--- config.mk ---
export PLATFORM = sky130hd
export DESIGN_NAME = count_sequencer
export DESIGN_NICKNAME = d
export VERILOG_FILES = /design/src/rtl/count_seq_pkg.sv /design/src/rtl/mod_counter.sv /design/src/rtl/count_sequencer.sv
export SDC_FILE = /design/constraint.sdc
export NUM_CORES = 1
export LEC_CHECK = 0
export CORE_MARGIN = 10
export CORE_UTILIZATION = 45
export CTS_BUF_LIST = sky130_fd_sc_hd__clkbuf_16
export DETAILED_ROUTE_END_ITERATION = 7
export GPL_ROUTABILITY_DRIVEN = 0
export GPL_TIMING_DRIVEN = 0
export PLACE_DENSITY = 0.83
export SLEW_MARGIN = 20
export SYNTH_ARGS = -nofsm -noshare
export SYNTH_HDL_FRONTEND = slang
export SYNTH_HIERARCHICAL = 1
export SYNTH_SLANG_ARGS = --single-unit
--- constraint.sdc ---
create_clock -name clock -period 4.7 [get_ports clock]
set_input_delay 0.94 -clock clock [delete_from_list [all_inputs] [get_ports clock]]
set_output_delay 0.94 -clock clock [all_outputs]
set_load 0.005 [all_outputs]
--- src/rtl/count_seq_pkg.sv ---
// Shared types and helpers for the count_sequencer run controller.
package count_seq_pkg;

    typedef enum logic [1:0] {
        IDLE = 2'b00,
        RUN  = 2'b01,
        HOLD = 2'b10
    } state_t;

    localparam int COUNT_W = 3;
    localparam int RUNS_W  = 4;

    function automatic logic [31:0] sat_inc(
        input logic [31:0] value,
        input logic [31:0] limit
    );
        return (value >= limit) ? limit : value + 32'd1;
    endfunction

endpackage

--- src/rtl/mod_counter.sv ---
// WIDTH-bit counter register with synchronous zero-load and count enable.
module mod_counter #(
    parameter int WIDTH = 3
) (
    input  logic             clock,
    input  logic             clear,
    input  logic             load_zero,
    input  logic             enable,
    output logic [WIDTH-1:0] count
);

    always_ff @(posedge clock) begin
        if (!clear) begin
            count <= '0;
        end else if (load_zero) begin
            count <= '0;
        end else if (enable) begin
            count <= count + 1'b1;
        end
    end

endmodule

--- src/rtl/count_sequencer.sv ---
// Run controller: sequences the counter from 0 to a captured terminal value,
// with pause, abort, auto-repeat, a done pulse and a saturating run tally.
module count_sequencer #(
    parameter int WIDTH  = count_seq_pkg::COUNT_W,
    parameter int RUNS_W = count_seq_pkg::RUNS_W
) (
    input  logic              clock,
    input  logic              clear,
    input  logic              start,
    input  logic [WIDTH-1:0]  terminal,
    input  logic              repeat_en,
    input  logic              pause,
    input  logic              abort,
    output logic [WIDTH-1:0]  count,
    output logic              busy,
    output logic              done,
    output logic [RUNS_W-1:0] runs
);

    import count_seq_pkg::*;

    localparam logic [31:0] RUNS_MAX = (32'd1 << RUNS_W) - 32'd1;

    state_t           state;
    logic [WIDTH-1:0] term_q;
    logic             rep_q;
    logic             hit;
    logic             stepping;
    logic             load_zero;
    logic             enable;

    assign hit      = (count == term_q);
    assign stepping = (state == RUN) && !pause;

    // Counter control mirrors the FSM decisions taken on the same edge.
    always_comb begin
        load_zero = 1'b0;
        enable    = 1'b0;
        if (abort) begin
            load_zero = 1'b1;
        end else if (state == IDLE) begin
            load_zero = start;
        end else if (stepping) begin
            load_zero = hit && rep_q;
            enable    = !hit;
        end
    end

    mod_counter #(
        .WIDTH(WIDTH)
    ) u_counter (
        .clock    (clock),
        .clear    (clear),
        .load_zero(load_zero),
        .enable   (enable),
        .count    (count)
    );

    assign busy = (state != IDLE);

    always_ff @(posedge clock) begin
        if (!clear) begin
            state  <= IDLE;
            term_q <= '0;
            rep_q  <= 1'b0;
            done   <= 1'b0;
            runs   <= '0;
        end else begin
            done <= 1'b0;
            if (abort) begin
                state <= IDLE;
                rep_q <= 1'b0;
            end else begin
                unique case (state)
                    IDLE: begin
                        if (start) begin
                            term_q <= terminal;
                            rep_q  <= repeat_en;
                            runs   <= '0;
                            state  <= RUN;
                        end
                    end
                    RUN: begin
                        if (pause) begin
                            state <= HOLD;
                        end else if (hit) begin
                            done <= 1'b1;
                            runs <= RUNS_W'(sat_inc(32'(runs), RUNS_MAX));
                            if (!rep_q) begin
                                state <= IDLE;
                            end
                        end
                    end
                    HOLD: begin
                        if (!pause) begin
                            state <= RUN;
                        end
                    end
                    default: state <= IDLE;
                endcase
            end
        end
    end

endmodule

==> flow_summary.ini, run 1 <==
[clocking]
clock_sinks = 14
ctsResizeCount = 0
clk_pin_slew_ns = 0.04
htreeDepth = 1
clock_path_buffers = 2
cts_setup_buffers = 0
worstSkewPairLatency_ns = 0.24
cts_root_buf = clkbuf_16
holdBufCountCts = 0
cts_tree = built
cts_buffers = 3

[timing]
rsz0062_at_grt = false
finalCriticalPeriod_ns = 2.453
timing.final.crit_share = 0.5218
fmax_ghz = 0.4077
finalSetupViolations = 0
worst_slew_pin_slew_ns = 0.5382
drv_slew = 0
finalClockSkew_ns = 0.002910
hold_violations = 0
relSlewSlack = 0.6385
setup-tns-final_ns = 0

[worst_setup_path]
worstPathCellList = clkdlybuf4s50_1 > or3b_4 > nor3_1 > nand3b_1 > a21oi_1
worstSetupPathType = input pin to flop
crit_path_end_kind = flop
critPathTopFamily = simple AND/OR/NAND/NOR gates
start_kind = input pin
critPathRequiredTime_ns = 4.87
crit_arrival_ns = 2.62
path_max_fanout = 4
max_stage_delay_ns = 0.46
slowest_stage = clkdlybuf4s50_1
path_buf_inv = 1

[pwr]
finalPower_mw = 0.3118
cellLeakagePower_nw = 0.3927
vdd_ir_drop_max_uv = 193.3
cellPowerDensity_nw_per_um2 = 313.8

[detailed_routing]
drcViolationCount = 0
first_pass_iters = 4
drtIter0Drc = 8
vias = 617
wl_um = 1685
via_per_inst = 5.559
wire_per_inst_um = 15.18
antenna_left = 0

[yosys]
synthDistinctLibCells = 32
ys_ff_latch = 14
avgSynthCellArea_um2 = 9.709
netlist_area_um2 = 728.2
seq_area_frac_synth = 0.3849
async_reset_ff_frac = 0
syn-num-nets = 86
netlist_instances = 75
synth-edff-count = 0
synth_ff_type = dfxtp_1
ys_warn_count = 6

[final_layout]
fin_util = 0.6519
area_delta_synth_final_pct = 36.43
fin_area_um2 = 993.5
num_antenna_cells = 0
nets = 108
drive_gt1_frac = 0.1263
nFillCells = 131

[placed_design]
place_area_um2 = 918.4
dp_hpwl_um = 1240
portBuffers = 17

[floorplan]
core_um2 = 1524
die_h_um = 60.23
io_pins = 18
fp.dieW_um = 60.23
initial_core_util = 0.4778
fp.dieArea_um2 = 3627
num_rows = 14

[global_routing]
grtUsageTotal = 0.1012
antenna_found_initial = 0
grt_max_degree = 8
gr-total-overflow = 0
grt_pass1_wl_um = 2849
grt_pass1_vias = 653

[status]
status = finished, final reports clean

[flow_run]
drv_cap = 0

[worst_hold_path]
worstHoldPathType = flop to flop
## synthesized netlist by cell type, drive strengths merged (2+ instances only)
cell    count  area share
dfxtp      14        0.38
nor2        9       0.057
mux2i       6       0.082
nor3        5       0.057
a21oi       4       0.027
nand2       3       0.015
nor2b       3       0.026
xor2        3       0.036
a211o       2       0.024
ha          2       0.034
inv         2       0.010
nand2b      2       0.017
nand3       2       0.014
nor3b       2       0.027
or3         2       0.017
xnor2       2       0.024
## placed cells by master, fill, tap and decap left out, drive strengths merged
cell type and n:
a211o 2, a211oi 1, a21bo 1, a21oi 4, a221o 1, a22o 1
a311o 1, buf 1, clkbuf 3, clkdlybuf4s50 17, dfxtp 14, ha 2
inv 2, mux2i 6, nand2 3, nand2b 2, nand3 2, nand3b 1
nor2 9, nor2b 3, nor3 5, nor3b 2, o2111a 1, o21ai 1
or2 1, or2b 1, or3 2, or3b 1, xnor2 2, xor2 3
## worst min-delay path, stage by stage (launching register included)
cell	delay, ns
dfxtp_1	0.33
nand2_1	0.06
mux2i_1	0.05
## registers in the layout, indices dropped and copies added, names as in the netlist
name,cells
term_q,3
rep_q,1
u_counter/count,3
runs,4
state,2
done,1
## through the flow
| step | worst slack, ns | hold WS (ns) | instances |
|---|---|---|---|
| 5_1_grt | 2.047 | 0.5288 | 111 |
| 4_1_cts | 2.244 | 0.5019 | 111 |
| 6_report | 2.247 | 0.4997 | 111 |
| 2_1_floorplan | 2.612 | 0.4772 | 75 |
| 3_3_place_gp | 2.032 | 0.4919 | 108 |
| 3_5_place_dp | 1.995 | 0.4921 | 108 |
## power breakdown
part	internal, mW	switching (mW)	leakage [nW]
clock	0.111	0.0463	0.0370
sequential	0.121	0.00230	0.113
combinational	0.0163	0.0143	0.242
total	0.249	0.0629	0.393
## final cells by class
class	instances	area (µm²)	share of cell area
Sequential cell	14	280.3	0.2821
Tap cell	16	20.02	0.02015
Inverter	2	7.507	0.007557
Timing Repair Buffer	17	170.2	0.1713
Multi-Input combinational cell	58	435.4	0.4383
Clock buffer	3	75.07	0.07557
Buffer	1	5.005	0.005038
## kinds of logic (layout without fill, tap and decap cells)
logic type,after synthesis,in the layout,synth area share
compound gates,13,13,0.1460
xor+xnor,5,5,0.06015
simple gates,32,32,0.2749
flops,14,14,0.3849
fa+ha+maj,2,2,0.03436
buf+inv,3,23,0.01718
mux,6,6,0.08248
## routing by layer
layer,up-vias,part of all wire,GRT usage
met2,20,0.49,0.1721
met1,281,0.39,0.1019
li1,311,-,-
met3,5,0.098,0.04661
met4,0,0.020,0.04808
met5,-,0,0
## final timing paths
check / to / slack [ns] / start / depth (start not counted)
hold reg to reg: runs[1] / 0.50 / runs[1] / 2
hold / removal: runs[1] / 0.50 / runs[1] / 2
setup / recovery: u_counter/count[2] / 2.25 / pause / 5
setup reg to reg: u_counter/count[2] / 2.95 / state[0] / 4
Note: power is estimated with default switching activity, not from simulation.
==> inputs of run 2 (changes only) <==
CORE_UTILIZATION = 42   (was 45)
PLACE_DENSITY = 0.81   (was 0.83)
clock period = 2.1 ns   (was 4.7 ns; I/O delays follow)
==> run 2 against run 1 <==
  * Core utilization fell by 1.9 points
  * First-iteration DRC count is 25% higher
  * Via count is 1.6% lower
  * Final cell count did not move
  * Combinational power up 130%
  * Clock skew about the same
  * Sequential share of layout area decreased by 0.14 points
  * Die area is 4.8% higher
  * Wire length is 4.5% lower
  * Non-clock buffer count unchanged
  * Largest cell class unchanged
  * Highest routed layer unchanged
==> flow_summary.ini, run 2 (synthesis results as in run 1) <==
[pwr]
power_switching_mw = 0.1365
power_frac_clock = 0.501
cellPowerDensity_nw_per_um2 = 694.2
p_int_mw = 0.5566
pwr-share-comb = 0.099
power_frac_seq = 0.400
vdd_ir_drop_max_uv = 460.3
sw_frac_of_total = 0.1970
cellLeakagePower_nw = 0.3934

[final_layout]
drive_gt1_frac = 0.1368
final_common_cell = clkdlybuf4s50_1
num_antenna_cells = 0
final_cell_mix = 17 x clkdlybuf4s50_1, 14 x dfxtp_1, 8 x nor2_1
fin_area_um2 = 998.5
nets = 108
largest_reg_flops = 4
top_register = runs
area_delta_synth_final_pct = 37.11
biggestRegsByFlops = runs: 4 flops, term_q: 3 flops, u_counter/count: 3 flops

[timing]
worst_slack_ns = 0.2448
worst_slew_pin_slew_ns = 0.3382
finalCriticalPeriod_ns = 1.855
finalClockSkew_ns = 0.002529
finalSetupViolations = 0
relSlewSlack = 0.7733
timing.final.crit_share = 0.8834
setup-tns-final_ns = 0
fmax_ghz = 0.5390
drv_slew = 0
hold_violations = 0
rsz0062_at_grt = false

[detailed_routing]
via_per_inst = 5.468
wire_per_inst_um = 14.50
first_pass_iters = 4
antenna_left = 0
wl_um = 1610
vias = 607
drcViolationCount = 0
drtIter0Drc = 10

[clocking]
holdBufCountCts = 0
cts_root_buf = clkbuf_16
clk_pin_slew_ns = 0.04
cts_buffers = 3
clock_sinks = 14
htreeDepth = 1
cts_setup_buffers = 0
ctsResizeCount = 0
worstSkewPairLatency_ns = 0.24
cts_tree = built
clock_path_buffers = 2

[floorplan]
initial_core_util = 0.4619
io_pins = 18
die_h_um = 61.64
core_um2 = 1577
fp.dieArea_um2 = 3799
fp.dieW_um = 61.64
num_rows = 14

[placed_design]
place_ws_ns = -0.06074
portBuffers = 17
dp_hpwl_um = 1273
place_area_um2 = 918.4

[global_routing]
grtUsageTotal = 0.09348
grt_pass1_vias = 605
antenna_found_initial = 0
grt_max_degree = 8
gr-total-overflow = 0
grt_pass1_wl_um = 2739

[worst_setup_path]
r2r_slack_ns = 0.46
worstSetupPathType = input pin to flop
rr_worst_depth = 5
r2r_end = runs[2]
path_max_fanout = 5
crit_arrival_ns = 1.98
timing.rr.start = state[1]
critPathRequiredTime_ns = 2.23
startpoint = start
cp-endpoint = runs[2]
crit_path_end_kind = flop
start_kind = input pin

[worst_hold_path]
worstHoldPathType = flop to flop

[flow_run]
drv_cap = 0

[status]
status = finished, final reports clean
-- run 2: changes by cell type in the layout (fill, tap and decap cells not counted) --
cell    before  now
nor3_2       1    2
nor3_1       3    2
-- run 2: power groups by stage --
stage	combinational, mW	sequential, mW	clock, mW
after floorplan	0.0399	0.281	0
after global placement	0.0660	0.282	0
after detailed placement	0.0682	0.282	0
after CTS	0.0686	0.277	0.353
after global routing	0.0760	0.277	0.367
final	0.0689	0.277	0.347
-- run 2: final cells by class --
| type | count | area (µm²) |
|---|---|---|
| fill | 132 | 578.1 |
| multi-input combinational | 58 | 440.4 |
| sequential | 14 | 280.3 |
| timing repair buffer | 17 | 170.2 |
| clock buffer | 3 | 75.07 |
| tap | 16 | 20.02 |
| inverter | 2 | 7.507 |
| buffer | 1 | 5.005 |
-- run 2: routing by layer --
| metal | vias up | part of all wire | GRT usage |
|---|---|---|---|
| met3 | 4 | 0.052 | 0.01852 |
| li1 | 310 | - | - |
| met5 | - | 0 | 0 |
| met4 | 0 | 0.020 | 0.04777 |
| met1 | 278 | 0.44 | 0.1136 |
| met2 | 15 | 0.49 | 0.1523 |
-- run 2: worst min-delay path by stage --
stage	from	end	slack, ns	depth (start not counted)
4_1_cts	runs[1]	runs[1]	0.51	2
6_report	runs[1]	runs[1]	0.51	2
5_1_grt	runs[1]	runs[1]	0.54	2
2_1_floorplan	rep_q	rep_q	0.48	2
3_3_place_gp	runs[1]	runs[1]	0.49	2
3_5_place_dp	runs[1]	runs[1]	0.50	2
-- run 2: metrics by stage --
stage	utilization	hold slack [ns]	cells	total power [mW]
2_1_floorplan	-	0.4772	75	0.3204
3_3_place_gp	0.5825	0.4945	108	0.3475
3_5_place_dp	0.5825	0.5028	108	0.3500
4_1_cts	0.6302	0.5100	111	0.6987
5_1_grt	0.6333	0.5350	111	0.7200
6_report	0.6333	0.5118	111	0.6931
-- run 2: worst max-delay path: stages --
cell	delay, ns
clkdlybuf4s50_1	0.44
nor3b_2	0.30
nor2b_1	0.19
buf_2	0.19
a211oi_2	0.08
a221o_1	0.35
